==> src/rtl/reg_file_sb_if.sv <==
// Banked register-file port bundle: read ports, write port, issue port and scoreboard status.
// master drives requests (pipeline side); slave is the register file.
interface reg_file_sb_if #(
  parameter int WIDTH = 32,
  parameter int NUM   = 32,
  parameter int BANKS = 2,
  parameter int NRD   = 3
);
  localparam int AW = $clog2(NUM);
  localparam int BW = $clog2(BANKS);

  logic [NRD*BW-1:0]    rd_bank;
  logic [NRD*AW-1:0]    rd_addr;
  logic [NRD*WIDTH-1:0] rd_data;
  logic [NRD-1:0]       rd_busy;
  logic                 wr_en;
  logic [BW-1:0]        wr_bank;
  logic [AW-1:0]        wr_addr;
  logic [WIDTH-1:0]     wr_data;
  logic                 iss_en;
  logic [BW-1:0]        iss_bank;
  logic [AW-1:0]        iss_addr;
  logic                 any_busy;
  logic                 err_waw;

  modport master (
    output rd_bank, rd_addr, wr_en, wr_bank, wr_addr, wr_data, iss_en, iss_bank, iss_addr,
    input  rd_data, rd_busy, any_busy, err_waw
  );

  modport slave (
    input  rd_bank, rd_addr, wr_en, wr_bank, wr_addr, wr_data, iss_en, iss_bank, iss_addr,
    output rd_data, rd_busy, any_busy, err_waw
  );
endinterface

==> src/rtl/reg_file_sb.sv <==
// Banked register file with per-register busy scoreboard and sticky WAW flag.
// Reads are combinational with write bypass; writes/issues commit on the rising edge; no backpressure.
module reg_file_sb #(
  parameter int WIDTH   = 32,
  parameter int NUM     = 32,
  parameter int BANKS   = 2,
  parameter int NRD     = 3,
  parameter int ZERO_R0 = 1
) (
  input  logic         clk,
  input  logic         rstn,
  reg_file_sb_if.slave bus
);
  localparam int AW    = $clog2(NUM);
  localparam int BW    = $clog2(BANKS);
  localparam int IW    = BW + AW;
  localparam int DEPTH = BANKS * NUM;
  localparam logic [BW:0] BANKS_L = (BW+1)'(BANKS);

  function automatic logic in_range(input logic [BW-1:0] b);
    return {1'b0, b} < BANKS_L;
  endfunction

  function automatic logic is_zero(input logic [BW-1:0] b, input logic [AW-1:0] a);
    return (ZERO_R0 != 0) && (b == '0) && (a == '0);
  endfunction

  logic [WIDTH-1:0] mem_q [DEPTH];
  logic [DEPTH-1:0] busy_q, busy_d;
  logic             err_waw_q, err_waw_d;
  logic             wr_ok, iss_ok, same_tgt;
  logic [IW-1:0]    widx, iidx;

  assign widx     = {bus.wr_bank, bus.wr_addr};
  assign iidx     = {bus.iss_bank, bus.iss_addr};
  assign wr_ok    = bus.wr_en && in_range(bus.wr_bank) && !is_zero(bus.wr_bank, bus.wr_addr);
  assign iss_ok   = bus.iss_en && in_range(bus.iss_bank) && !is_zero(bus.iss_bank, bus.iss_addr);
  assign same_tgt = wr_ok && (widx == iidx);

  // Issue is applied after the write clear so a simultaneous new producer keeps the register busy.
  always_comb begin
    busy_d    = busy_q;
    err_waw_d = err_waw_q;
    if (wr_ok) begin
      busy_d[widx] = 1'b0;
    end
    if (iss_ok) begin
      busy_d[iidx] = 1'b1;
      if (busy_q[iidx] && !same_tgt) begin
        err_waw_d = 1'b1;
      end
    end
  end

  always_ff @(posedge clk or negedge rstn) begin
    if (!rstn) begin
      for (int i = 0; i < DEPTH; i++) begin
        mem_q[i] <= '0;
      end
      busy_q    <= '0;
      err_waw_q <= 1'b0;
    end else begin
      if (wr_ok) begin
        mem_q[widx] <= bus.wr_data;
      end
      busy_q    <= busy_d;
      err_waw_q <= err_waw_d;
    end
  end

  logic [NRD*WIDTH-1:0] rd_data_c;
  logic [NRD-1:0]       rd_busy_c;

  // Bypass is gated by rstn so reset forces every read port to zero.
  always_comb begin
    rd_data_c = '0;
    rd_busy_c = '0;
    for (int k = 0; k < NRD; k++) begin : g_rd
      logic [BW-1:0] rb;
      logic [AW-1:0] ra;
      logic          byp;
      rb  = bus.rd_bank[k*BW +: BW];
      ra  = bus.rd_addr[k*AW +: AW];
      byp = rstn && bus.wr_en && in_range(bus.wr_bank) &&
            (bus.wr_bank == rb) && (bus.wr_addr == ra);
      if (in_range(rb) && !is_zero(rb, ra)) begin
        if (byp) begin
          rd_data_c[k*WIDTH +: WIDTH] = bus.wr_data;
        end else begin
          rd_data_c[k*WIDTH +: WIDTH] = mem_q[{rb, ra}];
          rd_busy_c[k]                = busy_q[{rb, ra}];
        end
      end
    end
  end

  assign bus.rd_data  = rd_data_c;
  assign bus.rd_busy  = rd_busy_c;
  assign bus.any_busy = |busy_q;
  assign bus.err_waw  = err_waw_q;
endmodule

==> src/flat_wrapper.sv <==
// flat-port wrapper written by rule: the top's interface ports become plain ports
module reg_file_sb_flat 
#(
  parameter int WIDTH   = 32,
  parameter int NUM     = 32,
  parameter int BANKS   = 2,
  parameter int NRD     = 3,
  parameter int ZERO_R0 = 1
)
  (clk, rstn, bus_rd_bank, bus_rd_addr, bus_wr_en, bus_wr_bank, bus_wr_addr, bus_wr_data, bus_iss_en, bus_iss_bank, bus_iss_addr, bus_rd_data, bus_rd_busy, bus_any_busy, bus_err_waw);
  reg_file_sb_if #(.WIDTH(WIDTH), .NUM(NUM), .BANKS(BANKS), .NRD(NRD)) bus_i ();
  input  logic clk;
  input  logic rstn;
  input wire logic [$bits(bus_i.rd_bank)-1:0] bus_rd_bank;
  input wire logic [$bits(bus_i.rd_addr)-1:0] bus_rd_addr;
  input wire logic [$bits(bus_i.wr_en)-1:0] bus_wr_en;
  input wire logic [$bits(bus_i.wr_bank)-1:0] bus_wr_bank;
  input wire logic [$bits(bus_i.wr_addr)-1:0] bus_wr_addr;
  input wire logic [$bits(bus_i.wr_data)-1:0] bus_wr_data;
  input wire logic [$bits(bus_i.iss_en)-1:0] bus_iss_en;
  input wire logic [$bits(bus_i.iss_bank)-1:0] bus_iss_bank;
  input wire logic [$bits(bus_i.iss_addr)-1:0] bus_iss_addr;
  output wire logic [$bits(bus_i.rd_data)-1:0] bus_rd_data;
  output wire logic [$bits(bus_i.rd_busy)-1:0] bus_rd_busy;
  output wire logic [$bits(bus_i.any_busy)-1:0] bus_any_busy;
  output wire logic [$bits(bus_i.err_waw)-1:0] bus_err_waw;
  assign bus_i.rd_bank = bus_rd_bank;
  assign bus_i.rd_addr = bus_rd_addr;
  assign bus_i.wr_en = bus_wr_en;
  assign bus_i.wr_bank = bus_wr_bank;
  assign bus_i.wr_addr = bus_wr_addr;
  assign bus_i.wr_data = bus_wr_data;
  assign bus_i.iss_en = bus_iss_en;
  assign bus_i.iss_bank = bus_iss_bank;
  assign bus_i.iss_addr = bus_iss_addr;
  assign bus_rd_data = bus_i.rd_data;
  assign bus_rd_busy = bus_i.rd_busy;
  assign bus_any_busy = bus_i.any_busy;
  assign bus_err_waw = bus_i.err_waw;
  reg_file_sb #(.WIDTH(WIDTH), .NUM(NUM), .BANKS(BANKS), .NRD(NRD), .ZERO_R0(ZERO_R0)) u_core (.clk(clk), .rstn(rstn), .bus(bus_i));
endmodule
==> config.mk <==
export PLATFORM = sky130hd
export DESIGN_NAME = reg_file_sb_flat
export DESIGN_NICKNAME = d
export VERILOG_FILES = /design/src/rtl/reg_file_sb_if.sv /design/src/rtl/reg_file_sb.sv /design/src/flat_wrapper.sv
export SDC_FILE = /design/constraint.sdc
export NUM_CORES = 2
export LEC_CHECK = 0
export BUFFER_PORTS_ARGS = -buffer_cell sky130_fd_sc_hd__buf_4
export CAP_MARGIN = 10
export CORE_ASPECT_RATIO = 0.5
export CORE_UTILIZATION = 40
export DETAILED_ROUTE_END_ITERATION = 7
export PLACE_DENSITY_LB_ADDON = 0.1
export SLEW_MARGIN = 20
export SYNTH_ARGS = -nofsm -noshare
export SYNTH_HDL_FRONTEND = slang
export SYNTH_SLANG_ARGS = --single-unit
==> constraint.sdc <==
create_clock -name clk -period 6.2 [get_ports clk]
set_input_delay 0.31 -clock clk [delete_from_list [all_inputs] [get_ports clk]]
set_output_delay 0.31 -clock clk [all_outputs]
set_load 0.02 [all_outputs]
==> impl_metrics.csv <==
group,metric,value,unit
grt,antenna_found_initial,50,
detailed_routing,first_iter_violations,11484,
layout,final_nets,8384,
detailed_routing,drtAntennaViolNets,0,
floorplanning,die_w,813,µm
cts,cts_buffers,223,
floorplanning,dieArea,0.331,mm²
placement,numPortBuffers,166,
synthesis,synth.avg_cell_area,15.3,µm²
grt,grt_max_degree,161,
synthesis,syn_inst,8608,
critical_path,crit_path_max_fanout,21,
cts,clkLatencyLatePin,0.93,ns
timing,period_minus_slack,4.92,ns
detailed_routing,num_vias,90088,
layout,drive_gt1_frac,0.558,
timing,fin_tns_setup,0,ns
layout,area_growth,10.3,%
grt,grt_pass1_vias,88307,
power,p_per_area,287,mW/mm²
critical_path,critPathRequiredTime,5.89,ns
cts,cts.repair.resized,0,
timing,period_share,0.794,
cts,cts_sinks,2113,
synthesis,ys_ff_latch,2113,
grt,use_met1,0.486,
critical_path,r2r_slack,3.86,ns
critical_path,crit_type,"in -> out",
timing,slew_headroom,0.116,
critical_path,crit_path_start_kind,"input port",
worst_hold_path,holdCritStartpoint,"bus_wr_data[0]",
critical_path,r2r_start,"u_core.busy_q[11]",
floorplanning,die_h,407,µm
timing,finalClockSkew,0.0123,ns
synthesis,ys.flop_type,"dfrtp_1",
synthesis,synth_edf_count,0,
placement,place_inst,12422,
placement,place_area,0.137,mm²
run_status,status,"finished, final reports clean",
detailed_routing,viasPerCell,7.01,
synthesis,synth_warnings,0,
cts,clk_path_buf_depth,4,
cts,clockRootBuffer,"clkbuf_16",
timing,hold_viol,0,
placement,dpl.hpwl,344,mm
synthesis,synthesis.nets,8674,
flow_run,cap_violations,0,
timing,rsz0062_at_grt,"no",
timing,fmax,203,MHz
synthesis,syn_area,0.131,mm²
layout,postLayoutCoreUtil,0.444,
worst_hold_path,hold_path_class,"in -> reg",
floorplanning,start_util,0.403,
worst_hold_path,hold_path_depth,2,
grt,grt_use_met2,0.441,
floorplanning,core,0.326,mm²
synthesis,synth_seq_area_share,0.402,
grt,use_met3,0.131,
grt,gr-total-overflow,0,
grt,grt-busiest-layer,"met1",
detailed_routing,wl,551,mm
cts,cts.clk_slew.worst_paths,0.06,ns
layout,finalNonFillerCells,12854,
timing,maxSlewViolCount,0,
cts,cts_tree,"built",
critical_path,r2r_end,"u_core.bus.err_waw",
synthesis,synth_cell_types,74,
layout,finalInstanceArea,0.145,mm²
layout,layout_common_cells,"dfrtp_1, mux2_2, mux4_2, buf_4, mux2i_1",
timing,setup-violations-final,0,
power,p_leak,60.8,nW
synthesis,ys_async_sr_fraction,1.00,
detailed_routing,firstDrtPassIters,8,
grt,grt_usage,0.330,
timing,tightest_slew,1.32,ns
placement,gp_congestion,0.964,
critical_path,worst_ep_arrival_time,4.61,ns
cts,post_cts_buffers,0,
critical_path,reg2reg_depth,6,
grt,grt_pass1_wl,764,mm
detailed_routing,drc,0,
detailed_routing,wl_per_cell,42.9,µm
power,max-vdd-ir-drop,231,µV
layout,mostFrequentLayoutCell,"dfrtp_1",
critical_path,end_kind,"output pin",
floorplanning,io_pins,167,
worst_hold_path,min_to,"u_core.mem_q[1952]",
floorplanning,placementRows,148,
cts,htreeDepth,4,
[state kept, by name (all words and copies together), names as in the netlist]
name and cells:
u_core.mem_q 2048, u_core.busy_q 64, u_core.bus.err_waw 1
[logic make-up after synthesis]
family / share of synthesized area
compound gates: 0.0357
xor+xnor: 0.00160
buf+inv: 0.0394
flops: 0.402
mux: 0.502
simple gates: 0.0193
[worst max-delay path: stages]
cell	delay (ns)
dlygate4sd3_1	0.61
buf_16	0.20
and2_1	0.18
nand4_1	0.28
o21ai_2	1.04
inv_2	0.60
a32oi_1	0.63
o211ai_1	0.42
buf_4	0.29
[layout make-up]
type,instances,area (µm²)
Fill cell,28857,181000
Inverter,54,228
Clock buffer,324,6470
Multi-Input combinational cell,5411,74100
Clock inverter,72,1050
Tap cell,4350,5440
Antenna cell,15,37.5
Timing Repair Buffer,515,4770
Sequential cell,2113,52900
[synth_stat cells, drive strengths merged, types with 88 or more instances]
library cell	count	share of area
o21ai	98	0.0037
buf	557	0.024
o22ai	140	0.0067
mux2	2052	0.18
nor2	107	0.0031
mux4	1724	0.30
dfrtp	2113	0.40
a211oi	88	0.0050
clkbuf	473	0.014
nand2	171	0.0049
mux2i	402	0.031
a21oi	102	0.0039
[worst max path at each step]
| stage | depth (start not counted) | endpoint | startpoint |
|---|---|---|---|
| detailed placement | 9 | bus_rd_data[54] | bus_rd_addr[5] |
| global placement | 9 | bus_rd_data[54] | bus_rd_addr[5] |
| finish | 9 | bus_rd_data[19] | rstn |
| global route | 10 | bus_rd_busy[1] | bus_rd_addr[5] |
| floorplan | 8 | bus_rd_data[42] | bus_rd_addr[7] |
| CTS | 9 | bus_rd_data[19] | rstn |
[through the flow]
stage	total power [W]	worst slack (ns)	hold slack, ns
floorplan	0.0234	3.24	0.0144
global placement	0.0269	1.59	0.201
detailed placement	0.0270	1.56	0.197
CTS	0.0415	1.46	0.00883
global route	0.0430	1.37	0.0540
finish	0.0415	1.28	0.0620
[report_power, final]
group	leakage (nW)	switching (W)	internal, W
logic	29.1	0.00459	0.00498
clock network	3.70	0.00619	0.00828
registers	28.0	0.00188	0.0156
total	60.8	0.0127	0.0289
[routing by layer]
metal / wire [µm] / part of all wire / up-vias
met2: 223000 / 0.41 / 5099
met1: 237000 / 0.43 / 49984
li1: - / - / 34017
met5: 91 / 0.00017 / -
met4: 20500 / 0.037 / 18
met3: 69900 / 0.13 / 970
[what timing repair did]
| action | CTS | global route |
|---|---|---|
| hold buffers | 17 | 0 |
| setup endpoints to repair | 0 | 0 |
| hold endpoints to repair | 638 | 0 |
Note: power is estimated with default switching activity, not from simulation.
